===== src/rtl/prog_timer_pkg.sv =====
// prog_timer_pkg: shared constants and types for the programmable timer.
// Holds the register map (per-channel offsets, channel stride, STATUS
// offset), the CTRL bit positions and the counting-mode encoding.
package prog_timer_pkg;

    // Address distance between consecutive channel register blocks.
    localparam int unsigned CH_STRIDE = 8;

    // Offset of the global STATUS register from BASE_ADDR.
    localparam logic [23:0] STATUS_OFF = 24'h20;

    // Register offsets inside one channel block.
    typedef enum logic [2:0] {
        REG_CTRL      = 3'd0,
        REG_PSC       = 3'd1,
        REG_PRESET_LO = 3'd2,
        REG_PRESET_HI = 3'd3,
        REG_CMP_LO    = 3'd4,
        REG_CMP_HI    = 3'd5,
        REG_COUNT_LO  = 3'd6,
        REG_COUNT_HI  = 3'd7
    } reg_e;

    // CTRL bit positions.
    localparam int unsigned CTRL_EN    = 0;
    localparam int unsigned CTRL_CLR   = 1;
    localparam int unsigned CTRL_MODE  = 2;
    localparam int unsigned CTRL_IRQEN = 3;

    typedef enum logic {
        MODE_PERIODIC = 1'b0,
        MODE_ONESHOT  = 1'b1
    } mode_e;

endpackage


===== src/rtl/prog_timer_channel.sv =====
// prog_timer_channel: one timer channel (prescaler, up-counter with preset
// wrap, compare detect, one-shot stop) plus its CTRL/PSC/PRESET/CMP storage.
// Ports:
//   clk, reset            clock, synchronous active-high reset
//   tick_in               256 Hz time-base pulse
//   *_we, wdata           byte write strobes from the top-level decoder
//   count_lo_rd           COUNT lo read strobe, snapshots COUNT hi
//   ctrl_rd .. latch_hi   register read-back values (zero-extended to 16)
//   irq_en                CTRL irq-enable bit
//   ovf_evt, cmp_evt      one-cycle event pulses for the STATUS register
//   count                 live counter value
module prog_timer_channel
    import prog_timer_pkg::*;
#(
    parameter int unsigned WIDTH = 16
) (
    input  logic             clk,
    input  logic             reset,
    input  logic             tick_in,
    input  logic             ctrl_we,
    input  logic             psc_we,
    input  logic             preset_lo_we,
    input  logic             preset_hi_we,
    input  logic             cmp_lo_we,
    input  logic             cmp_hi_we,
    input  logic [7:0]       wdata,
    input  logic             count_lo_rd,
    output logic [7:0]       ctrl_rd,
    output logic [7:0]       psc_rd,
    output logic [15:0]      preset_rd,
    output logic [15:0]      cmp_rd,
    output logic [15:0]      count_rd,
    output logic [7:0]       latch_hi,
    output logic             irq_en,
    output logic             ovf_evt,
    output logic             cmp_evt,
    output logic [WIDTH-1:0] count
);

    logic             enable;
    mode_e            mode;
    logic [7:0]       psc;
    logic [WIDTH-1:0] preset;
    logic [WIDTH-1:0] cmp;
    logic [7:0]       prescale;

    logic [7:0]       mask;
    logic             clear_wr;
    logic             step;
    logic             wrap;
    logic [WIDTH-1:0] count_next;

    assign ctrl_rd   = {4'b0000, irq_en, (mode == MODE_ONESHOT), 1'b0, enable};
    assign psc_rd    = psc;
    assign preset_rd = 16'(preset);
    assign cmp_rd    = 16'(cmp);
    assign count_rd  = 16'(count);

    always_comb begin
        mask       = ~(8'hFF << psc[2:0]);
        clear_wr   = ctrl_we && wdata[CTRL_CLR];
        // A clear write cancels any step in the same cycle, so no event fires.
        step       = tick_in && enable && ((prescale & mask) == mask) && !clear_wr;
        // Hitting the all-ones ceiling also wraps: covers PRESET moved below count.
        wrap       = (count == preset) || (count == '1);
        count_next = wrap ? '0 : count + WIDTH'(1);
        ovf_evt    = step && wrap;
        cmp_evt    = step && (count_next == cmp);
    end

    always_ff @(posedge clk) begin
        if (reset) begin
            enable   <= 1'b0;
            mode     <= MODE_PERIODIC;
            irq_en   <= 1'b0;
            psc      <= '0;
            preset   <= '1;
            cmp      <= '0;
            count    <= '0;
            prescale <= '0;
            latch_hi <= '0;
        end else begin
            if (ctrl_we) begin
                enable <= wdata[CTRL_EN];
                mode   <= mode_e'(wdata[CTRL_MODE]);
                irq_en <= wdata[CTRL_IRQEN];
            end else if (ovf_evt && (mode == MODE_ONESHOT)) begin
                enable <= 1'b0;
            end

            if (psc_we)
                psc <= wdata;
            if (preset_lo_we)
                preset <= WIDTH'({preset_rd[15:8], wdata});
            if (preset_hi_we && (WIDTH > 8))
                preset <= WIDTH'({wdata, preset_rd[7:0]});
            if (cmp_lo_we)
                cmp <= WIDTH'({cmp_rd[15:8], wdata});
            if (cmp_hi_we && (WIDTH > 8))
                cmp <= WIDTH'({wdata, cmp_rd[7:0]});

            if (clear_wr) begin
                count    <= '0;
                prescale <= '0;
            end else begin
                if (tick_in && enable)
                    prescale <= prescale + 8'd1;
                if (step)
                    count <= count_next;
            end

            if (count_lo_rd)
                latch_hi <= count_rd[15:8];
        end
    end

endmodule


===== src/rtl/prog_timer.sv =====
// prog_timer: multi-channel programmable timer with a byte-wide register bus.
// Ports:
//   clk, reset                 clock, synchronous active-high reset
//   tick_in                    256 Hz time-base pulse (clk domain)
//   bus_write, bus_read        single-cycle access strobes
//   bus_address_in, bus_data_in 24-bit address, 8-bit write data
//   bus_data_out               combinational read data (0 when unmapped)
//   irq                        per channel {compare, overflow} pending & enable
//   count_out                  live counter values, channel 0 in the LSBs
module prog_timer
    import prog_timer_pkg::*;
#(
    parameter int unsigned NUM_CH    = 2,
    parameter int unsigned WIDTH     = 16,
    parameter logic [23:0] BASE_ADDR = 24'h2040
) (
    input  logic                    clk,
    input  logic                    reset,
    input  logic                    tick_in,
    input  logic                    bus_write,
    input  logic                    bus_read,
    input  logic [23:0]             bus_address_in,
    input  logic [7:0]              bus_data_in,
    output logic [7:0]              bus_data_out,
    output logic [2*NUM_CH-1:0]     irq,
    output logic [NUM_CH*WIDTH-1:0] count_out
);

    localparam logic [23:0] CH_SPAN = 24'(CH_STRIDE * NUM_CH);

    logic [23:0]         offset;
    logic                ch_hit;
    logic                status_hit;
    logic [1:0]          ch_idx;
    reg_e                reg_idx;

    logic [2*NUM_CH-1:0] status;
    logic [2*NUM_CH-1:0] set_mask;
    logic [2*NUM_CH-1:0] clr_mask;

    logic [7:0]          ctrl_rd   [NUM_CH];
    logic [7:0]          psc_rd    [NUM_CH];
    logic [15:0]         preset_rd [NUM_CH];
    logic [15:0]         cmp_rd    [NUM_CH];
    logic [15:0]         count_rd  [NUM_CH];
    logic [7:0]          latch_hi  [NUM_CH];

    // Addresses below BASE_ADDR wrap to a large offset and decode as unmapped.
    assign offset     = bus_address_in - BASE_ADDR;
    assign ch_hit     = offset < CH_SPAN;
    assign status_hit = offset == STATUS_OFF;
    assign ch_idx     = offset[4:3];
    assign reg_idx    = reg_e'(offset[2:0]);

    for (genvar c = 0; c < NUM_CH; c++) begin : g_ch
        logic sel;
        logic irq_en;
        logic ovf_evt;
        logic cmp_evt;

        assign sel = ch_hit && (ch_idx == 2'(c));

        prog_timer_channel #(
            .WIDTH(WIDTH)
        ) u_ch (
            .clk          (clk),
            .reset        (reset),
            .tick_in      (tick_in),
            .ctrl_we      (bus_write && sel && (reg_idx == REG_CTRL)),
            .psc_we       (bus_write && sel && (reg_idx == REG_PSC)),
            .preset_lo_we (bus_write && sel && (reg_idx == REG_PRESET_LO)),
            .preset_hi_we (bus_write && sel && (reg_idx == REG_PRESET_HI)),
            .cmp_lo_we    (bus_write && sel && (reg_idx == REG_CMP_LO)),
            .cmp_hi_we    (bus_write && sel && (reg_idx == REG_CMP_HI)),
            .wdata        (bus_data_in),
            .count_lo_rd  (bus_read && sel && (reg_idx == REG_COUNT_LO)),
            .ctrl_rd      (ctrl_rd[c]),
            .psc_rd       (psc_rd[c]),
            .preset_rd    (preset_rd[c]),
            .cmp_rd       (cmp_rd[c]),
            .count_rd     (count_rd[c]),
            .latch_hi     (latch_hi[c]),
            .irq_en       (irq_en),
            .ovf_evt      (ovf_evt),
            .cmp_evt      (cmp_evt),
            .count        (count_out[c*WIDTH +: WIDTH])
        );

        assign set_mask[2*c]   = ovf_evt;
        assign set_mask[2*c+1] = cmp_evt;
        assign irq[2*c]        = status[2*c] && irq_en;
        assign irq[2*c+1]      = status[2*c+1] && irq_en;
    end

    assign clr_mask = (bus_write && status_hit) ? bus_data_in[2*NUM_CH-1:0] : '0;

    // Set is OR-ed in after the clear so a same-cycle event wins.
    always_ff @(posedge clk) begin
        if (reset)
            status <= '0;
        else
            status <= (status & ~clr_mask) | set_mask;
    end

    always_comb begin
        bus_data_out = '0;
        if (status_hit) begin
            bus_data_out = 8'(status);
        end else if (ch_hit) begin
            for (int unsigned c = 0; c < NUM_CH; c++) begin
                if (ch_idx == 2'(c)) begin
                    case (reg_idx)
                        REG_CTRL:      bus_data_out = ctrl_rd[c];
                        REG_PSC:       bus_data_out = psc_rd[c];
                        REG_PRESET_LO: bus_data_out = preset_rd[c][7:0];
                        REG_PRESET_HI: bus_data_out = preset_rd[c][15:8];
                        REG_CMP_LO:    bus_data_out = cmp_rd[c][7:0];
                        REG_CMP_HI:    bus_data_out = cmp_rd[c][15:8];
                        REG_COUNT_LO:  bus_data_out = count_rd[c][7:0];
                        REG_COUNT_HI:  bus_data_out = latch_hi[c];
                        default:       bus_data_out = '0;
                    endcase
                end
            end
        end
    end

endmodule


===== config.mk =====
export PLATFORM = sky130hd
export DESIGN_NAME = prog_timer
export DESIGN_NICKNAME = d
export VERILOG_FILES = /design/src/rtl/prog_timer_pkg.sv /design/src/rtl/prog_timer_channel.sv /design/src/rtl/prog_timer.sv
export SDC_FILE = /design/constraint.sdc
export NUM_CORES = 1
export LEC_CHECK = 0
export ABC_CLOCK_PERIOD_IN_PS = 2800
export BUFFER_PORTS_ARGS = -buffer_cell sky130_fd_sc_hd__buf_2
export CAP_MARGIN = 20
export CORE_ASPECT_RATIO = 2
export CORE_MARGIN = 2
export CORE_UTILIZATION = 45
export CTS_CLUSTER_SIZE = 40
export DETAILED_ROUTE_END_ITERATION = 16
export PLACE_DENSITY_LB_ADDON = 0.05
export SLEW_MARGIN = 10
export SYNTH_ARGS = -nofsm -noshare
export SYNTH_HDL_FRONTEND = slang
export SYNTH_SLANG_ARGS = --single-unit

===== constraint.sdc =====
create_clock -name clk -period 2.8 [get_ports clk]
set_input_delay 0.42 -clock clk [delete_from_list [all_inputs] [get_ports clk]]
set_output_delay 0.42 -clock clk [all_outputs]
set_load 0.02 [all_outputs]

==> out/results.ini, run 1 <==
[pwr]
p_total_mw = 4.872
power_density_nw_per_um2 = 401.7
ir_worst_vdd_v = 0.0004666
leakage_nw = 4.905

[timing]
worst_pin_slew_ps = 600.1
finalClockSkew_ps = 7.165
rsz0062_at_grt = true
finalCriticalPeriod_ps = 2917
relSlewSlack_pct = 59.68
maxSlewViolCount = 0
timing.final.crit_share_pct = 104.2
report.final.hold_viol_count = 0
fmax_ghz = 0.3429
setup_ws_ps = -116.7
setup_violations = 8

[yosys]
synth_ff_type = dfxtp_1
syn-num-nets = 1164
syn-cell-area_um2 = 9204
synthTopCellsByCount = nor2_1 (159), dfxtp_1 (152), a21oi_1 (80)
ys_seq_area_share_pct = 33.06
synth_warnings = 0
ys_ff_latch = 152
synth_fa_ha_area_share_pct = 0.5438
synthSimpleGateAreaFrac_pct = 25.11
synth_cells = 1123
synth_cell_types = 70
yosys-top-cells-area = dfxtp_1 (33%), mux2i_1 (7.5%), nor2_1 (6.5%), a21oi_1 (4.4%), xor2_1 (4.0%)
synth_top_area_share_pct = 33.06
synthMuxAreaShare_pct = 11.66
yosysTopAreaCell = dfxtp_1
synth-compound-area-share_pct = 16.80
synth_top_family_by_area = simple AND/OR/NAND/NOR gates
synth_xor_area_share_pct = 7.898
synth_edf_count = 0
async_flop_share_pct = 0
synthMostInstantiatedCell = nor2_1
syn_area_per_cell_um2 = 8.196

[layout]
layout.nets = 1381
n_antenna_cell = 0
final_area_um2 = 12130
post-route-util_pct = 59.81
area_delta_synth_final_pct = 31.77
drive_above_1_share_pct = 29.64
instances_no_fill = 1619

[worst_setup_path]
r2r_cells = 10
crit_chain = buf_6, or4_4, or4_4, a31oi_4, nand2_2, nor3_4, nand2_4, buf_6, nor2_4, buf_6
endpoint = bus_data_out[6]
critPathCaptureType = output pin
rrSetupSlack_ps = 80
startpoint = bus_address_in[11]
rr_endpoint = status[1]
start_kind = input port
cp_slowest_cell = or4_4
crit_type = input port to output pin
cpPeakStageDelay_ps = 530
worst_ep_arrival_time_ps = 2500
worstReg2RegStart = g_ch[0].u_ch.count[0]
path_common_cell = buf_6
critical_path_required_ps = 2380
cp_max_fo = 3

[routing]
routedWlPerCell_um = 21.13
drtIter0Drc = 554
ant_nets = 0
wl_um = 34200
firstDrtPassIters = 5
drc_errors = 0
avgViaCountPerCell = 5.788
num_vias = 9371

[floorplan]
dieArea_um2 = 21680
num_rows = 74
die_w_um = 105.1
initial_core_util_pct = 45.39
io_pins = 81
die_h_um = 206.3
core_um2 = 20280

[global_route]
grt-ovfl-total = 0
grt_busiest_layer = met2
grt.met2_usage_pct = 62.62
grt_pass1_vias = 9341
track_usage_pct = 32.26
antenna_found_initial = 0
grt_max_degree = 82
use_met3_pct = 4.068
grt_pass1_wl_um = 52810
grt.met1_usage_pct = 30.73

[clocking]
root_buffer = clkbuf_16
ctsHtreeMaxLevel = 4
clock_latency_ps = 450
clk_pin_slew_ps = 60
cts_made_buffers = 17
cts_buffer_depth = 2
cts_tree = yes
cts_sinks = 152

[outcome]
violations = setup timing
run_status = finished with violations

[place]
io_buffers = 80
post-place-cells = 1576
placedInstanceArea_um2 = 11190
place_congestion = 0.9382
dp_hpwl_um = 26200

[min_path]
hold_class = input port to flop

[job]
cap_viol_max_count = 0

==> report_power, final <==
part,switching (mW),leakage [nW],internal (mW)
Clock,0.970,0.288,1.44
Combinational,0.191,3.39,0.106
Sequential,0.0000000836,1.23,2.16
==> how the worst min path moves through the flow <==
stage                     slack [ps]                       end                     start  depth (start not counted)
after detailed placement         480  g_ch[0].u_ch.latch_hi[4]  g_ch[0].u_ch.latch_hi[4]                          2
after CTS                        290  g_ch[0].u_ch.prescale[1]                   tick_in                          3
final                            310  g_ch[0].u_ch.prescale[1]                   tick_in                          3
after floorplan                  450    g_ch[1].u_ch.cmp_rd[4]    g_ch[1].u_ch.cmp_rd[4]                          2
after global routing             320  g_ch[0].u_ch.prescale[1]                   tick_in                          3
after global placement           470  g_ch[0].u_ch.latch_hi[3]  g_ch[0].u_ch.latch_hi[3]                          2
==> area by class of cell <==
cell class              instances  area, µm²
fillers                      1863       8149
multi-input cells             867       5933
flip-flops and latches        152       3054
repair buffers                286       2142
clock buffers                  20      456.7
well taps                     266      332.8
clock inverters                12      148.9
inverters                      16      60.06
==> cell usage in the layout (no fill, tap or decap), types with 37 or more instances in the layout <==
cell | synthesis | routed
xor2_1 | 42 | 40
a21oi_1 | 80 | 80
nand2_1 | 68 | 65
dfxtp_1 | 152 | 143
nor2_1 | 159 | 155
mux2i_1 | 69 | 69
xnor2_1 | 41 | 40
buf_2 | 19 | 70
nor2b_1 | 37 | 37
nand3_1 | 47 | 46
buf_4 | 9 | 194
==> layer usage <==
layer | routed length (µm) | vias up
met3 | 985 | 109
li1 | - | 4464
met2 | 19060 | 277
met1 | 11740 | 4521
met4 | 2418 | 0
met5 | 0 | -
==> cell families (layout without fill, tap and decap cells) <==
logic type | count (synthesis) | count (layout)
compound gates | 231 | 231
xor+xnor | 83 | 83
fa+ha+maj | 4 | 4
buf+inv | 105 | 334
flops | 152 | 152
mux | 91 | 91
simple gates | 457 | 458
==> repair_timing <==
item,4_1_cts,5_1_grt
setup buffers,6,4
hold buffers,0,0
pin swaps,3,10
gates cloned,1,0
resized for setup,38,23
endpoints found under the setup margin,10,10
hold endpoints to repair,0,0
==> state kept, by name, indices dropped and copies added (netlist names), 4 cells and up <==
name and count:
g_ch.u_ch.cmp_rd 32, status 4, g_ch.u_ch.psc_rd 16, g_ch.u_ch.prescale 14, g_ch.u_ch.preset_rd 32, g_ch.u_ch.count 32
g_ch.u_ch.latch_hi 16
==> worst max-delay path: cells and delay by family <==
kind	cells	cell delay [ps]
and+or+nand+nor	6	1520
buffers and inverters	3	400
AOI/OAI and AO/OA	1	170
==> through the flow <==
step	setup TNS [ps]	hold slack, ps	setup slack, ps
2_1_floorplan	-35.16	454.5	-35.16
3_3_place_gp	-19860	470.9	-249.9
3_5_place_dp	-22240	480.7	-234.9
4_1_cts	-713.7	287.7	-106.2
5_1_grt	-1348	317.4	-179.1
6_report	-775.1	307.3	-116.7
No activity file was read; power rests on OpenSTA's default activity.
==> run 2, diff against run 1 <==
--- a/config.mk
+++ b/config.mk
@@ -6,13 +6,14 @@
 export NUM_CORES = 1
 export LEC_CHECK = 0
 export ABC_CLOCK_PERIOD_IN_PS = 2800
-export BUFFER_PORTS_ARGS = -buffer_cell sky130_fd_sc_hd__buf_2
 export CAP_MARGIN = 20
 export CORE_ASPECT_RATIO = 2
 export CORE_MARGIN = 2
 export CORE_UTILIZATION = 45
 export CTS_CLUSTER_SIZE = 40
 export DETAILED_ROUTE_END_ITERATION = 16
+export DONT_BUFFER_PORTS = 1
+export GPL_TIMING_DRIVEN = 0
 export PLACE_DENSITY_LB_ADDON = 0.05
 export SLEW_MARGIN = 10
 export SYNTH_ARGS = -nofsm -noshare
==> out/results.ini, run 2 (synthesized netlist as in run 1, its figures left out) <==
[layout]
post-route-util_pct = 54.97  ; -4.8 points
area_delta_synth_final_pct = 21.11
final_cell_mix = nor2_1 (151), dfxtp_1 (130), a21oi_1 (80), mux2i_1 (69), nand2_1 (64)
instances_no_fill = 1455  ; -10%
final_area_um2 = 11150  ; -8.1%
drive_above_1_share_pct = 20.86  ; -8.8 points
multi_input_area_um2 = 6203  ; +4.6%
mostFrequentLayoutCell = nor2_1
layout.nets = 1217  ; -12%
fillerInstances = 1936  ; +3.9%
register_area_um2 = 3098  ; +1.4%
n_antenna_cell = 0  ; unchanged

[floorplan]
dieArea_um2 = 21680  ; unchanged
io_pins = 81  ; unchanged
num_rows = 74  ; unchanged
die_w_um = 105.1  ; unchanged
die_h_um = 206.3  ; unchanged
initial_core_util_pct = 45.39  ; unchanged
core_um2 = 20280  ; unchanged

[clocking]
cts_buffer_depth = 2  ; unchanged
cts_made_buffers = 17  ; unchanged
clock_latency_ps = 450  ; about the same
cts_sinks = 152  ; unchanged
cts_hold_buf = 0  ; unchanged
clk_pin_slew_ps = 60  ; about the same
root_buffer = clkbuf_16
cts_tree = yes
ctsHtreeMaxLevel = 4  ; unchanged

[place]
post-place-ws_ps = -886.4  ; -651.6 ps
io_buffers = 0  ; -100%
placedInstanceArea_um2 = 9583  ; -14%
dp_hpwl_um = 27310  ; +4.2%
place_congestion = 0.9482  ; +1.1%
post-place-cells = 1389  ; -12%

[global_route]
track_usage_pct = 33.55  ; +1.3 points
grt_pass1_vias = 9019  ; -3.4%
grt.met2_usage_pct = 64.96  ; +2.3 points
use_met3_pct = 5.960  ; +1.9 points
grt_busiest_layer = met2
grt.met1_usage_pct = 29.19  ; -1.5 points
grt_max_degree = 17  ; -79%
antenna_found_initial = 0  ; unchanged
grt-ovfl-total = 0  ; unchanged
grt_pass1_wl_um = 53470  ; +1.3%

[pwr]
ir_worst_vdd_v = 0.0004481  ; -4.0%
p_total_mw = 4.953  ; +1.7%
power_density_nw_per_um2 = 444.3  ; +11%
leakage_nw = 4.111  ; -16%

[timing]
maxSlewViolCount = 0  ; unchanged
setup_ws_ps = -110.3  ; +6.358 ps
worst_pin_slew_ps = 790.8  ; +190.7 ps
report.final.hold_viol_count = 0  ; unchanged
fmax_ghz = 0.3436  ; +0.22%
relSlewSlack_pct = 47.28  ; -12 points
finalCriticalPeriod_ps = 2910  ; -6.358 ps
rsz0062_at_grt = true
timing.final.crit_share_pct = 103.9  ; -0.23 points
finalClockSkew_ps = 10.85  ; +3.685 ps
setup_violations = 5  ; -3

[worst_setup_path]
worst_ep_arrival_time_ps = 2490  ; about the same
worstReg2RegStart = g_ch[1].u_ch.count[12]
crit_family = simple AND/OR/NAND/NOR gates
startpoint = bus_address_in[11]
cpPeakStageDelay_ps = 510  ; -20 ps
critPathCaptureType = output pin
path_buf_inv = 0  ; -3
crit_chain = or4_4, or4_4, a31oi_4, nand2_2, nor3_4, nand2_4, a211oi_4
crit_type = input port to output pin
cp_slowest_cell = or4_4
start_kind = input port
cp_max_fo = 5  ; +2
path_common_cell = or4_4
critical_path_required_ps = 2380  ; about the same

[min_path]
hold_class = input port to flop
min-delay-start = bus_data_in[3]

[routing]
routedWlPerCell_um = 24.77  ; +17%
wl_um = 36050  ; +5.4%
drc_errors = 0  ; unchanged
ant_nets = 0  ; unchanged
avgViaCountPerCell = 6.126  ; +5.8%
num_vias = 8914  ; -4.9%
drtIter0Drc = 524  ; -5.4%
firstDrtPassIters = 5  ; unchanged

[outcome]
run_status = finished with violations
violations = setup timing

[job]
cap_viol_max_count = 0  ; unchanged

-- run 2: changes by cell type in the layout (fill, tap and decap cells not counted), moves of 11 or more --
cell      previous run  this run
buf_2               70         7
clkbuf_1             1        34
dfxtp_4              0        11
dfxtp_1            143       130
buf_4              194        49
-- run 2: timing repair --
action / 4_1_cts / 5_1_grt
pin swaps: 24 / 23
setup endpoints to repair: 43 / 47
resized for setup: 135 / 68
setup buffers: 27 / 8
hold endpoints to repair: 0 / 0
-- run 2: cell type report --
type | instances | share of cell area (%)
tap | 266 | 2.986
timing repair buffer | 35 | 2.492
sequential | 152 | 27.79
clock buffer | 20 | 4.187
inverter | 16 | 0.5388
buffer | 88 | 4.827
clock inverter | 12 | 1.527
multi-input combinational | 866 | 55.65
-- run 2: metrics by stage --
step	hold WS [ps]	TNS, ps
final	86.74	-245.3
after global placement	469.7	-48150
after floorplan	454.5	-35.16
after detailed placement	483.9	-49380
after global routing	79.98	-632.9
after CTS	82.44	-575.2
-- run 2: report_power, final --
group,internal (mW),leakage [nW],switching (mW)
Combinational,0.0676,2.56,0.188
Clock,1.56,0.316,0.988
Sequential,2.15,1.24,0.0000000988
-- run 2: path summary, 6_finish.rpt --
path | end | slack [ps] | cells after the start
hold reg to reg | g_ch[1].u_ch.cmp_rd[2] | 500 | 2
hold / removal | g_ch[0].u_ch.preset_rd[11] | 90 | 1
setup / recovery | bus_data_out[5] | -110 | 7
setup reg to reg | status[3] | 20 | 10
-- run 2: routing by layer --
metal | vias to the layer above | routed length, µm
met1 | 4257 | 11390
met4 | 0 | 3478
met3 | 166 | 1501
li1 | 4132 | -
met2 | 359 | 19680
met5 | - | 0
-- run 2: worst register-to-register path, cell delays in order (launching register included) --
cell and delay (ps):
dfxtp_1 460, clkbuf_4 250, nand4_1 90, buf_4 180, nor4_4 240, xor2_1 240, nand2_1 70, or3_1 330
a2111oi_2 430, nand4_1 220, o21ai_0 190
==> run 3, diff against run 2 <==
--- a/config.mk
+++ b/config.mk
@@ -18,4 +18,5 @@
 export SLEW_MARGIN = 10
 export SYNTH_ARGS = -nofsm -noshare
 export SYNTH_HDL_FRONTEND = slang
+export SYNTH_HIERARCHICAL = 1
 export SYNTH_SLANG_ARGS = --single-unit
==> out/results.ini, run 3 <==
[worst_setup_path]
worst_ep_arrival_time_ps = 2460  ; -30 ps
crit_type = input port to output pin
worstReg2RegStart = g_ch[1].u_ch/count[4]
cp_max_fo = 10  ; +5
rrSetupSlack_ps = 20  ; about the same
rr_endpoint = status[3]
critPathCaptureType = output pin
start_kind = input port
r2r_cells = 13  ; +3
critical_path_required_ps = 2380  ; about the same

[routing]
firstDrtPassIters = 5  ; unchanged
num_vias = 8990  ; +0.85%
wl_met1_um = 12310  ; +8.1%
drtIter0Drc = 624  ; +19%
top_layer_used = met4
avgViaCountPerCell = 6.074  ; -0.85%
ant_nets = 0  ; unchanged
wl_um = 38220  ; +6.0%
route.met2.wl_um = 20460  ; +4.0%
wl_met3_um = 1594  ; +6.2%
routedWlPerCell_um = 25.83  ; +4.2%
drc_errors = 0  ; unchanged

[pwr]
internal_power_mw = 3.723  ; -1.4%
switchingPower_mw = 1.156  ; -1.7%
power_density_nw_per_um2 = 432.0  ; -2.8%
clkPwrFrac_pct = 51.1  ; -0.3 points
p_seq_share_pct = 44.1  ; +0.7 points
leakage_nw = 3.994  ; -2.9%
p_sw_share_pct = 23.70  ; -0.057 points
combPwrFrac_pct = 4.8  ; -0.4 points
ir_worst_vdd_v = 0.0003117  ; -30%

[layout]
drive_above_1_share_pct = 20.25  ; -0.61 points
instances_no_fill = 1480  ; +1.7%
fillerInstances = 2026  ; +4.6%
area_delta_synth_final_pct = 17.74
layout.nets = 1238  ; +1.7%
mostFrequentLayoutCell = nor2_1
final_cell_mix = nor2_1 (149), dfxtp_1 (119), mux2i_1 (96), buf_4 (69), nand2_1 (59)

[place]
dp_hpwl_um = 28950  ; +6.0%
place_congestion = 1.005  ; +6.0%
io_buffers = 0  ; unchanged
post-place-cells = 1432  ; +3.1%
post-place-ws_ps = -910.4  ; -23.96 ps

[clocking]
clock_latency_ps = 450  ; about the same
cts_made_buffers = 17  ; unchanged
cts_tree = yes
cts_sinks = 152  ; unchanged
cts_buffer_depth = 2  ; unchanged
ctsHtreeMaxLevel = 4  ; unchanged
clk_pin_slew_ps = 60  ; about the same
root_buffer = clkbuf_16

[timing]
finalCriticalPeriod_ps = 2881  ; -29.63 ps
setup_violations = 4  ; -1
worst_pin_slew_ps = 778.5  ; -12.37 ps
maxSlewViolCount = 0  ; unchanged
fmax_ghz = 0.3471  ; +1.0%
tns_ps = -178.0  ; +67.36 ps
finalClockSkew_ps = 7.464  ; -3.386 ps
report.final.hold_viol_count = 0  ; unchanged
timing.final.crit_share_pct = 102.9  ; -1.1 points
setup_ws_ps = -80.69  ; +29.63 ps
rsz0062_at_grt = true
relSlewSlack_pct = 47.91  ; +0.63 points

[outcome]
run_status = finished with violations
violations = setup timing

[min_path]
hold_class = input port to flop
hold_path_depth = 1  ; unchanged
min_to = status[1]
min-delay-start = reset

[floorplan]
core_um2 = 20930  ; +3.2%
io_pins = 81  ; unchanged
initial_core_util_pct = 45.85  ; +0.46 points
die_h_um = 210.5  ; +2.1%
die_w_um = 107.3  ; +2.0%
num_rows = 75  ; +1.4%
dieArea_um2 = 22580  ; +4.1%

[global_route]
grt_pass1_wl_um = 55830  ; +4.4%
grt_pass1_vias = 8858  ; -1.8%
antenna_found_initial = 1  ; +1
grt_max_degree = 17  ; unchanged
grt-ovfl-total = 0  ; unchanged
track_usage_pct = 34.15  ; +0.60 points

[yosys]
synth_warnings = 6  ; +6
synth_cells = 1155  ; +2.8%
syn_area_per_cell_um2 = 8.307  ; +1.4%
syn-cell-area_um2 = 9594  ; +4.2%

[job]
cap_viol_max_count = 0  ; unchanged

## run 3: through the flow
step	utilization, %	hold slack, ps	total power [mW]	cell area [µm²]
after floorplan	-	444.5	2.359	9679
after CTS	51.96	11.47	4.920	10870
after detailed placement	47.86	462.5	2.431	10020
after global routing	53.98	17.51	5.014	11300
after global placement	47.86	465.5	2.432	10020
final	53.98	31.76	4.880	11300
## run 3: worst max-delay path by stage
stage               slack [ps]                     to             startpoint
finish                     -80        bus_data_out[1]      bus_address_in[0]
global route              -320  g_ch[1].u_ch/count[9]      bus_address_in[1]
CTS                       -260              status[3]  g_ch[1].u_ch/count[6]
floorplan                  -30    g_ch[0].u_ch/enable      bus_address_in[9]
global placement          -890  g_ch[1].u_ch/count[4]      bus_address_in[9]
detailed placement        -910  g_ch[1].u_ch/count[4]      bus_address_in[9]
## run 3: area by class of cell
type / count / area, µm² / share of cell area [%]
clock buffers: 18 / 429.2 / 3.799
repair buffers: 16 / 120.1 / 1.063
clock inverters: 14 / 195.2 / 1.728
multi-input cells: 866 / 6233 / 55.18
plain buffers: 119 / 780.7 / 6.912
well taps: 269 / 336.6 / 2.980
flip-flops and latches: 152 / 3104 / 27.48
inverters: 25 / 93.84 / 0.8308
diodes: 1 / 2.502 / 0.02215
## run 3: worst max-delay path, stage by stage
cell      delay (ps)
clkbuf_4         200
nor2b_1          160
clkbuf_1         260
a221oi_1         730
o221ai_1         200
o21ai_1          180
a22o_1           300
## run 3: timing repair
action,in CTS,in global routing
gates resized for setup,54,113
gates cloned,0,1
setup buffers,8,8
pin swaps,6,14
hold buffers,0,0
setup endpoints to repair,115,64
## run 3: per-layer routing
metal	GRT usage (%)	vias up
met3	6.401	174
met4	28.84	0
met2	64.14	348
li1	-	4178
met1	30.10	4290
met5	0	-
## run 3: power groups by stage
stage / Combinational (mW) / Sequential, mW / Clock (mW)
floorplan: 0.148 / 2.21 / 0
global placement: 0.222 / 2.21 / 0
detailed placement: 0.221 / 2.21 / 0
CTS: 0.226 / 2.16 / 2.53
global route: 0.244 / 2.15 / 2.62
finish: 0.233 / 2.15 / 2.49
